**config.mk**
```make
export PLATFORM = sky130hd
export DESIGN_NAME = fb_scroll_scheduler
export DESIGN_NICKNAME = d
export VERILOG_FILES = /design/src/rtl/fb_pkg.sv /design/src/rtl/fb_row_addr.sv /design/src/rtl/fb_scroll_scheduler.sv
export SDC_FILE = /design/constraint.sdc
export NUM_CORES = 1
export LEC_CHECK = 0
export CAP_MARGIN = 20
export CORE_MARGIN = 2
export CORE_UTILIZATION = 25
export DETAILED_ROUTE_END_ITERATION = 8
export MAX_ROUTING_LAYER = met4
export PLACE_DENSITY = 0.42
export SLEW_MARGIN = 20
export SYNTH_ARGS = -nofsm -noshare
export SYNTH_HDL_FRONTEND = slang
export SYNTH_SLANG_ARGS = --single-unit
```
**constraint.sdc**
```tcl
create_clock -name clk -period 3 [get_ports clk]
set_input_delay 0.6 -clock clk [delete_from_list [all_inputs] [get_ports clk]]
set_output_delay 0.6 -clock clk [all_outputs]
set_load 0.01 [all_outputs]
```
**src/rtl/fb_pkg.sv**
```systemverilog
// fb_pkg: shared geometry and state encoding for the waterfall frame buffer.
// Imported by fb_row_addr and fb_scroll_scheduler.
package fb_pkg;

    localparam int FB_WIDTH        = 320;
    localparam int FB_HEIGHT       = 240;
    localparam int FB_ADDR_W       = 17;
    localparam int FB_DATA_W       = 8;
    localparam int FB_SCROLL_DIV_W = 2;

    typedef enum logic [1:0] {
        S_CLEAR      = 2'd0,
        S_VIDEO      = 2'd1,
        S_WRITE      = 2'd2,
        S_WAIT_VIDEO = 2'd3
    } fb_state_t;

endpackage

```
**src/rtl/fb_row_addr.sv**
```systemverilog
// fb_row_addr: combinational linear address row*WIDTH + col.
// Ports: row (row index), col (column index), addr (RAM address).
module fb_row_addr
    import fb_pkg::*;
#(
    parameter int WIDTH  = FB_WIDTH,
    parameter int ADDR_W = FB_ADDR_W,
    parameter int ROW_W  = 8,
    parameter int COL_W  = 9
) (
    input  logic [ROW_W-1:0]  row,
    input  logic [COL_W-1:0]  col,
    output logic [ADDR_W-1:0] addr
);

    logic [ADDR_W-1:0] row_ext;
    logic [ADDR_W-1:0] col_ext;
    logic [ADDR_W-1:0] row_base;

    assign row_ext = ADDR_W'(row);
    assign col_ext = ADDR_W'(col);

    generate
        if (WIDTH == 320) begin : g_shift
            // 320 = 5 * 64: one add and two shifts instead of a multiplier.
            assign row_base = ((row_ext << 2) + row_ext) << 6;
        end else begin : g_mul
            assign row_base = row_ext * ADDR_W'(WIDTH);
        end
    endgenerate

    assign addr = row_base + col_ext;

endmodule

```
**src/rtl/fb_scroll_scheduler.sv**
```systemverilog
// fb_scroll_scheduler: time-shares the single-port frame buffer between the LCD
// scan-out reader (active video, circular row offset) and a line producer that
// writes one new row per scroll during lower blanking; clears the RAM after reset.
// Ports: clk/reset (async, active-high); x, y, lower_blank from video timing;
// line_req, wr_valid, wr_data, wr_ready producer handshake; ram_addr, ram_wdata,
// ram_we to the RAM; y_offset, clear_done, line_overrun status.
// Build option: define SCROLL_PAUSE_EN to add the scroll_pause input.
module fb_scroll_scheduler
    import fb_pkg::*;
#(
    parameter int WIDTH        = FB_WIDTH,
    parameter int HEIGHT       = FB_HEIGHT,
    parameter int ADDR_W       = FB_ADDR_W,
    parameter int DATA_W       = FB_DATA_W,
    parameter int SCROLL_DIV_W = FB_SCROLL_DIV_W
) (
    input  logic              clk,
    input  logic              reset,
    input  logic [8:0]        x,
    input  logic [7:0]        y,
    input  logic              lower_blank,
    output logic              line_req,
    input  logic              wr_valid,
    input  logic [DATA_W-1:0] wr_data,
    output logic              wr_ready,
    output logic [ADDR_W-1:0] ram_addr,
    output logic [DATA_W-1:0] ram_wdata,
    output logic              ram_we,
    output logic [7:0]        y_offset,
    output logic              clear_done,
    output logic              line_overrun
`ifdef SCROLL_PAUSE_EN
    ,
    input  logic              scroll_pause
`endif
);

    localparam logic [ADDR_W-1:0] CLR_LAST = ADDR_W'(WIDTH * HEIGHT - 1);
    localparam logic [8:0]        COL_LAST = 9'(WIDTH - 1);
    localparam logic [7:0]        ROW_LAST = 8'(HEIGHT - 1);
    localparam logic [8:0]        HEIGHT_9 = 9'(HEIGHT);

    fb_state_t         state, state_d;
    logic [ADDR_W-1:0] clr_cnt, clr_cnt_d;
    logic [8:0]        col, col_d;
    logic [SCROLL_DIV_W-1:0] scroll_cnt, scroll_d;
    logic              lb_q;
    logic [7:0]        ymod_r, ymod_d;
    logic [ADDR_W-1:0] addr_q, addr_d;
    logic [DATA_W-1:0] wdata_q, wdata_d;
    logic              we_q, we_d;
    logic              req_q, req_d;
    logic [7:0]        yoff_q, yoff_d;
    logic              done_q, done_d;
    logic              ovr_q, ovr_d;

    logic              pause;
    logic              lb_rise;
    logic [8:0]        sum9;
    logic [ADDR_W-1:0] rd_addr;
    logic [ADDR_W-1:0] wr_addr;

`ifdef SCROLL_PAUSE_EN
    assign pause = scroll_pause;
`else
    assign pause = 1'b0;
`endif

    assign lb_rise = lower_blank & ~lb_q;

    // Circular row: y + offset folded back into 0..HEIGHT-1.
    assign sum9   = {1'b0, y} + {1'b0, yoff_q};
    assign ymod_d = (sum9 >= HEIGHT_9) ? 8'(sum9 - HEIGHT_9) : sum9[7:0];

    fb_row_addr #(
        .WIDTH  (WIDTH),
        .ADDR_W (ADDR_W)
    ) u_rd_addr (
        .row  (ymod_r),
        .col  (x),
        .addr (rd_addr)
    );

    fb_row_addr #(
        .WIDTH  (WIDTH),
        .ADDR_W (ADDR_W)
    ) u_wr_addr (
        .row  (yoff_q),
        .col  (col),
        .addr (wr_addr)
    );

    always_comb begin
        state_d   = state;
        clr_cnt_d = clr_cnt;
        col_d     = col;
        scroll_d  = scroll_cnt;
        addr_d    = addr_q;
        wdata_d   = wdata_q;
        we_d      = 1'b0;
        req_d     = 1'b0;
        yoff_d    = yoff_q;
        done_d    = done_q;
        ovr_d     = ovr_q;
        unique case (state)
            S_CLEAR: begin
                if (we_q && addr_q == CLR_LAST) begin
                    done_d  = 1'b1;
                    state_d = S_VIDEO;
                end else begin
                    we_d      = 1'b1;
                    wdata_d   = '0;
                    addr_d    = clr_cnt;
                    clr_cnt_d = clr_cnt + 1'b1;
                end
            end
            S_VIDEO: begin
                addr_d = rd_addr;
                if (lb_rise && pause) begin
                    state_d = S_WAIT_VIDEO;
                end else if (lb_rise) begin
                    scroll_d = scroll_cnt + 1'b1;
                    if (&scroll_cnt) begin
                        req_d   = 1'b1;
                        col_d   = '0;
                        state_d = S_WRITE;
                    end else begin
                        state_d = S_WAIT_VIDEO;
                    end
                end
            end
            S_WRITE: begin
                if (!lower_blank) begin
                    // Blanking ended mid-line: leave the partial row.
                    ovr_d   = 1'b1;
                    state_d = S_VIDEO;
                end else if (wr_valid) begin
                    we_d    = 1'b1;
                    addr_d  = wr_addr;
                    wdata_d = wr_data;
                    col_d   = col + 1'b1;
                    if (col == COL_LAST) begin
                        yoff_d  = (yoff_q == ROW_LAST) ? 8'd0
                                                       : yoff_q + 8'd1;
                        state_d = S_WAIT_VIDEO;
                    end
                end
            end
            S_WAIT_VIDEO: begin
                addr_d = rd_addr;
                if (!lower_blank) begin
                    state_d = S_VIDEO;
                end
            end
            default: state_d = S_CLEAR;
        endcase
    end

    always_ff @(posedge clk or posedge reset) begin
        if (reset) begin
            state      <= S_CLEAR;
            clr_cnt    <= '0;
            col        <= '0;
            scroll_cnt <= '0;
            lb_q       <= 1'b0;
            ymod_r     <= '0;
            addr_q     <= '0;
            wdata_q    <= '0;
            we_q       <= 1'b0;
            req_q      <= 1'b0;
            yoff_q     <= '0;
            done_q     <= 1'b0;
            ovr_q      <= 1'b0;
        end else begin
            state      <= state_d;
            clr_cnt    <= clr_cnt_d;
            col        <= col_d;
            scroll_cnt <= scroll_d;
            lb_q       <= lower_blank;
            ymod_r     <= ymod_d;
            addr_q     <= addr_d;
            wdata_q    <= wdata_d;
            we_q       <= we_d;
            req_q      <= req_d;
            yoff_q     <= yoff_d;
            done_q     <= done_d;
            ovr_q      <= ovr_d;
        end
    end

    // A write registered on the last blank cycle must not land in active video.
    assign ram_we       = we_q & (~done_q | lower_blank);
    assign wr_ready     = (state == S_WRITE) & lower_blank;
    assign ram_addr     = addr_q;
    assign ram_wdata    = wdata_q;
    assign line_req     = req_q;
    assign y_offset     = yoff_q;
    assign clear_done   = done_q;
    assign line_overrun = ovr_q;

endmodule

```
==> impl_metrics.tcl <==
set metrics [dict create \
    status "finished, final reports clean" \
    critPathLaunchType "input pin" \
    ys.flop_type "dfrtp_1" \
    dieArea_um2 21300 \
    path_max_fanout 4 \
    initial_utilization_pct 25.7 \
    antenna_cells 0 \
    dp_hpwl_um 10300 \
    port-buffer-count 66 \
    vias 4307 \
    synth-async-reset-ratio_pct 100 \
    synthMuxAreaShare_pct 1.12 \
    die_h_um 146 \
    synth_top_family_by_area "compound AO/OA/AOI/OAI gates" \
    wl_um 13600 \
    seqPwrFrac_pct 33.8 \
    cell_internal_pwr_w 0.00277 \
    clock-sinks 76 \
    fp.coreArea_um2 19600 \
    worstPathArrival_ns 3.14 \
    track_usage_pct 13.9 \
    slowest_stage "clkdlybuf4s50_1" \
    instances_no_fill 908 \
    crit_family "compound AO/OA/AOI/OAI gates" \
    finClkSkew_ns 0.00900 \
    ys_seq_area_share_pct 37.8 \
    cts_root_buf "clkbuf_16" \
    grt_pass1_vias 4464 \
    final-setup-viol-count 0 \
    die_x_um 146 \
    grt_pass1_wl_um 23300 \
    pin_count 67 \
    seq_area_um2 1900 \
    end_kind "flip-flop" \
    multi_input_area_um2 3010 \
    combPwrFrac_pct 37.6 \
    drv_slew 0 \
    clockPowerShare_pct 28.6 \
    fillers 2036 \
    tightestPinTransition_ns 0.758 \
    place_ws_ns -0.338 \
    final.min_clock_period_ns 2.87 \
    slew_headroom_pct 49.3 \
    cap_violations 0 \
    gp_congestion 0.786 \
    timing.final.crit_share_pct 95.7 \
    layout_commonest_cell "dfrtp_1" \
    swShare_pct 35.5 \
    layout-drive-gt1-share_pct 13.4 \
    total_power_w 0.00429 \
    grt_overflow 0 \
    grt_start_max_net_pins 77 \
    clk_pin_slew_ns 0.06 \
    leakage_nw 2.87 \
    synth-compound-area-share_pct 20.5 \
    min_path_type "flip-flop to flip-flop" \
    dp_cells 890 \
    row_count 51 \
    mostFrequentLayoutCells "dfrtp_1 (76), clkdlybuf4s50_1 (66), nand2_1 (52)" \
    ant_nets 0 \
    yosysWarnings 0 \
    synth_nets 604 \
    synthAdderAreaFrac_pct 10.9 \
    p_sw_w 0.00152 \
    synth.area.top_cells "dfrtp_1 (38%), ha_1 (9.0%), xnor2_1 (5.6%)" \
    synth-simple-area-share_pct 17.9 \
    grt_antenna_before_repair 0 \
    synth_seq_cells 76 \
    critPathKind "input pin to flip-flop" \
    wl_per_cell_um 15.0 \
    synth.avg_cell_area_um2 9.42 \
    syn_area_um2 5030 \
    ir_worst_vdd_uv 236 \
    netlist-cell-type-count 65 \
    setup_slack_ns 0.129 \
    fmax_mhz 348 \
    crit_path_cell_trace "clkdlybuf4s50_1, ha_1, a21o_1, a211o_1, a21oi_2, xnor2_2, ha_2, nand2_1, nor4_2, buf_4, or2_2, a31oi_1, a2bb2oi_1" \
    hold_viol 0 \
    clockBufferDepth 2 \
    cts_tree "built" \
    viasPerCell 4.74 \
    synth_top_cell_area_share_pct 37.8 \
    area_delta_synth_final_pct 32.4 \
    synth_xor_xnor_area_share_pct 8.53 \
    htree_levels 3 \
    drt_iter0_drc 182 \
    clk_latency_ns 0.35 \
    max_stage_delay_ns 0.42 \
    synth_top_area_cell "dfrtp_1" \
    cts-buffers-inserted 9 \
    synth_edf_count 0 \
    powerDensity_nw_per_um2 644 \
    synthCells 534 \
    drt-pass1-iter-count 4 \
    cp.required_ns 3.27 \
    drc 0 \
    cp.buffers_inverters 2 \
    final_nets 708 \
]
## flip-flops by register name, indices dropped and copies added, names as in the netlist
name / cells
col: 9
y_offset: 8
line_overrun: 1
clear_done: 1
ram_wdata: 8
scroll_cnt: 2
we_q: 1
ymod_r: 8
lb_q: 1
line_req: 1
state: 2
clr_cnt: 17
ram_addr: 17
## synthesized netlist by cell type, types with 2 or more instances
master and n:
nand3b_1 3, o21ba_2 2, nand2_1 52, or3_1 2, o311ai_1 2, a22oi_1 11
o31ai_1 6, a21boi_0 2, nor3b_1 4, xor2_1 17, o211ai_1 3, o311ai_2 2
nor4_1 2, nor2b_1 10, clkbuf_1 10, and2_1 4, nor2_1 41, a21o_1 10
a21oi_1 27, o21a_1 5, o21bai_1 2, and3_1 4, o21ai_0 30, buf_2 4
nand3_1 17, or2_2 5, and4_1 2, nand2b_1 4, o22ai_1 3, fa_1 5
a211o_1 3, nor3_1 6, xnor2_1 32, a211oi_1 4, ha_1 36, a22o_1 11
a31oi_1 2, or4b_1 2, dfrtp_1 76, inv_1 27, nand4_1 10, a221oi_1 6
nand4bb_1 2, mux2_2 5
## final timing paths
| path | startpoint | endpoint | slack (ns) | cells after the start |
|---|---|---|---|---|
| setup / recovery | y[1] | ymod_r[5] | 0.13 | 13 |
| hold / removal | line_overrun | line_overrun | 0.46 | 1 |
| min in group asynchronous | reset | ram_addr[2] | 0.67 | 3 |
| hold reg to reg | line_overrun | line_overrun | 0.46 | 1 |
| setup reg to reg | y_offset[1] | ymod_r[5] | 0.22 | 12 |
| max in group asynchronous | reset | y_offset[3] | 2.01 | 3 |
## power groups by stage
stage                     logic, W  clock network (W)  registers [W]
after floorplan           0.000978                  0        0.00146
after global placement     0.00161                  0        0.00146
after detailed placement   0.00163                  0        0.00147
after CTS                  0.00163            0.00127        0.00145
after global routing       0.00181            0.00132        0.00149
final                      0.00161            0.00123        0.00145
## timing repair
action,4_1_cts,5_1_grt
hold buffers,0,0
buffers inserted,0,2
gates resized for setup,0,8
setup endpoints to repair,0,5
## routing by layer
layer / routed length (um) / GRT usage (%) / vias to the layer above
li1: - / - / 2151
met1: 6260 / 17.2 / 2045
met2: 6550 / 22.7 / 91
met3: 527 / 2.79 / 20
met4: 279 / 5.00 / 0
met5: 0 / - / -
## final cells by class
class / count / share of cell area [%]
multi-input cells: 417 / 45.2
flip-flops and latches: 76 / 28.6
repair buffers: 107 / 14.7
well taps: 265 / 4.98
clock buffers: 10 / 3.59
inverters: 27 / 1.52
clock inverters: 6 / 1.43
## cell families (layout without fill, tap and decap cells)
logic type / count (synthesis) / in the layout
compound gates: 147 / 147
xor+xnor: 49 / 49
fa+ha+maj: 41 / 41
buf+inv: 41 / 150
flops: 76 / 76
mux: 5 / 5
simple gates: 175 / 175
## stage by stage
step / instance area [um2] / setup TNS (ns) / util (%) / hold WS, ns
after floorplan: 5030 / 0 / - / 0.445
after global placement: 6270 / -0.620 / 32.0 / 0.443
after detailed placement: 6270 / -0.777 / 32.0 / 0.448
after CTS: 6600 / 0 / 33.7 / 0.459
after global routing: 6660 / -0.0384 / 34.0 / 0.485
final: 6660 / 0 / 34.0 / 0.455
Power figures use the tool's default switching activity.
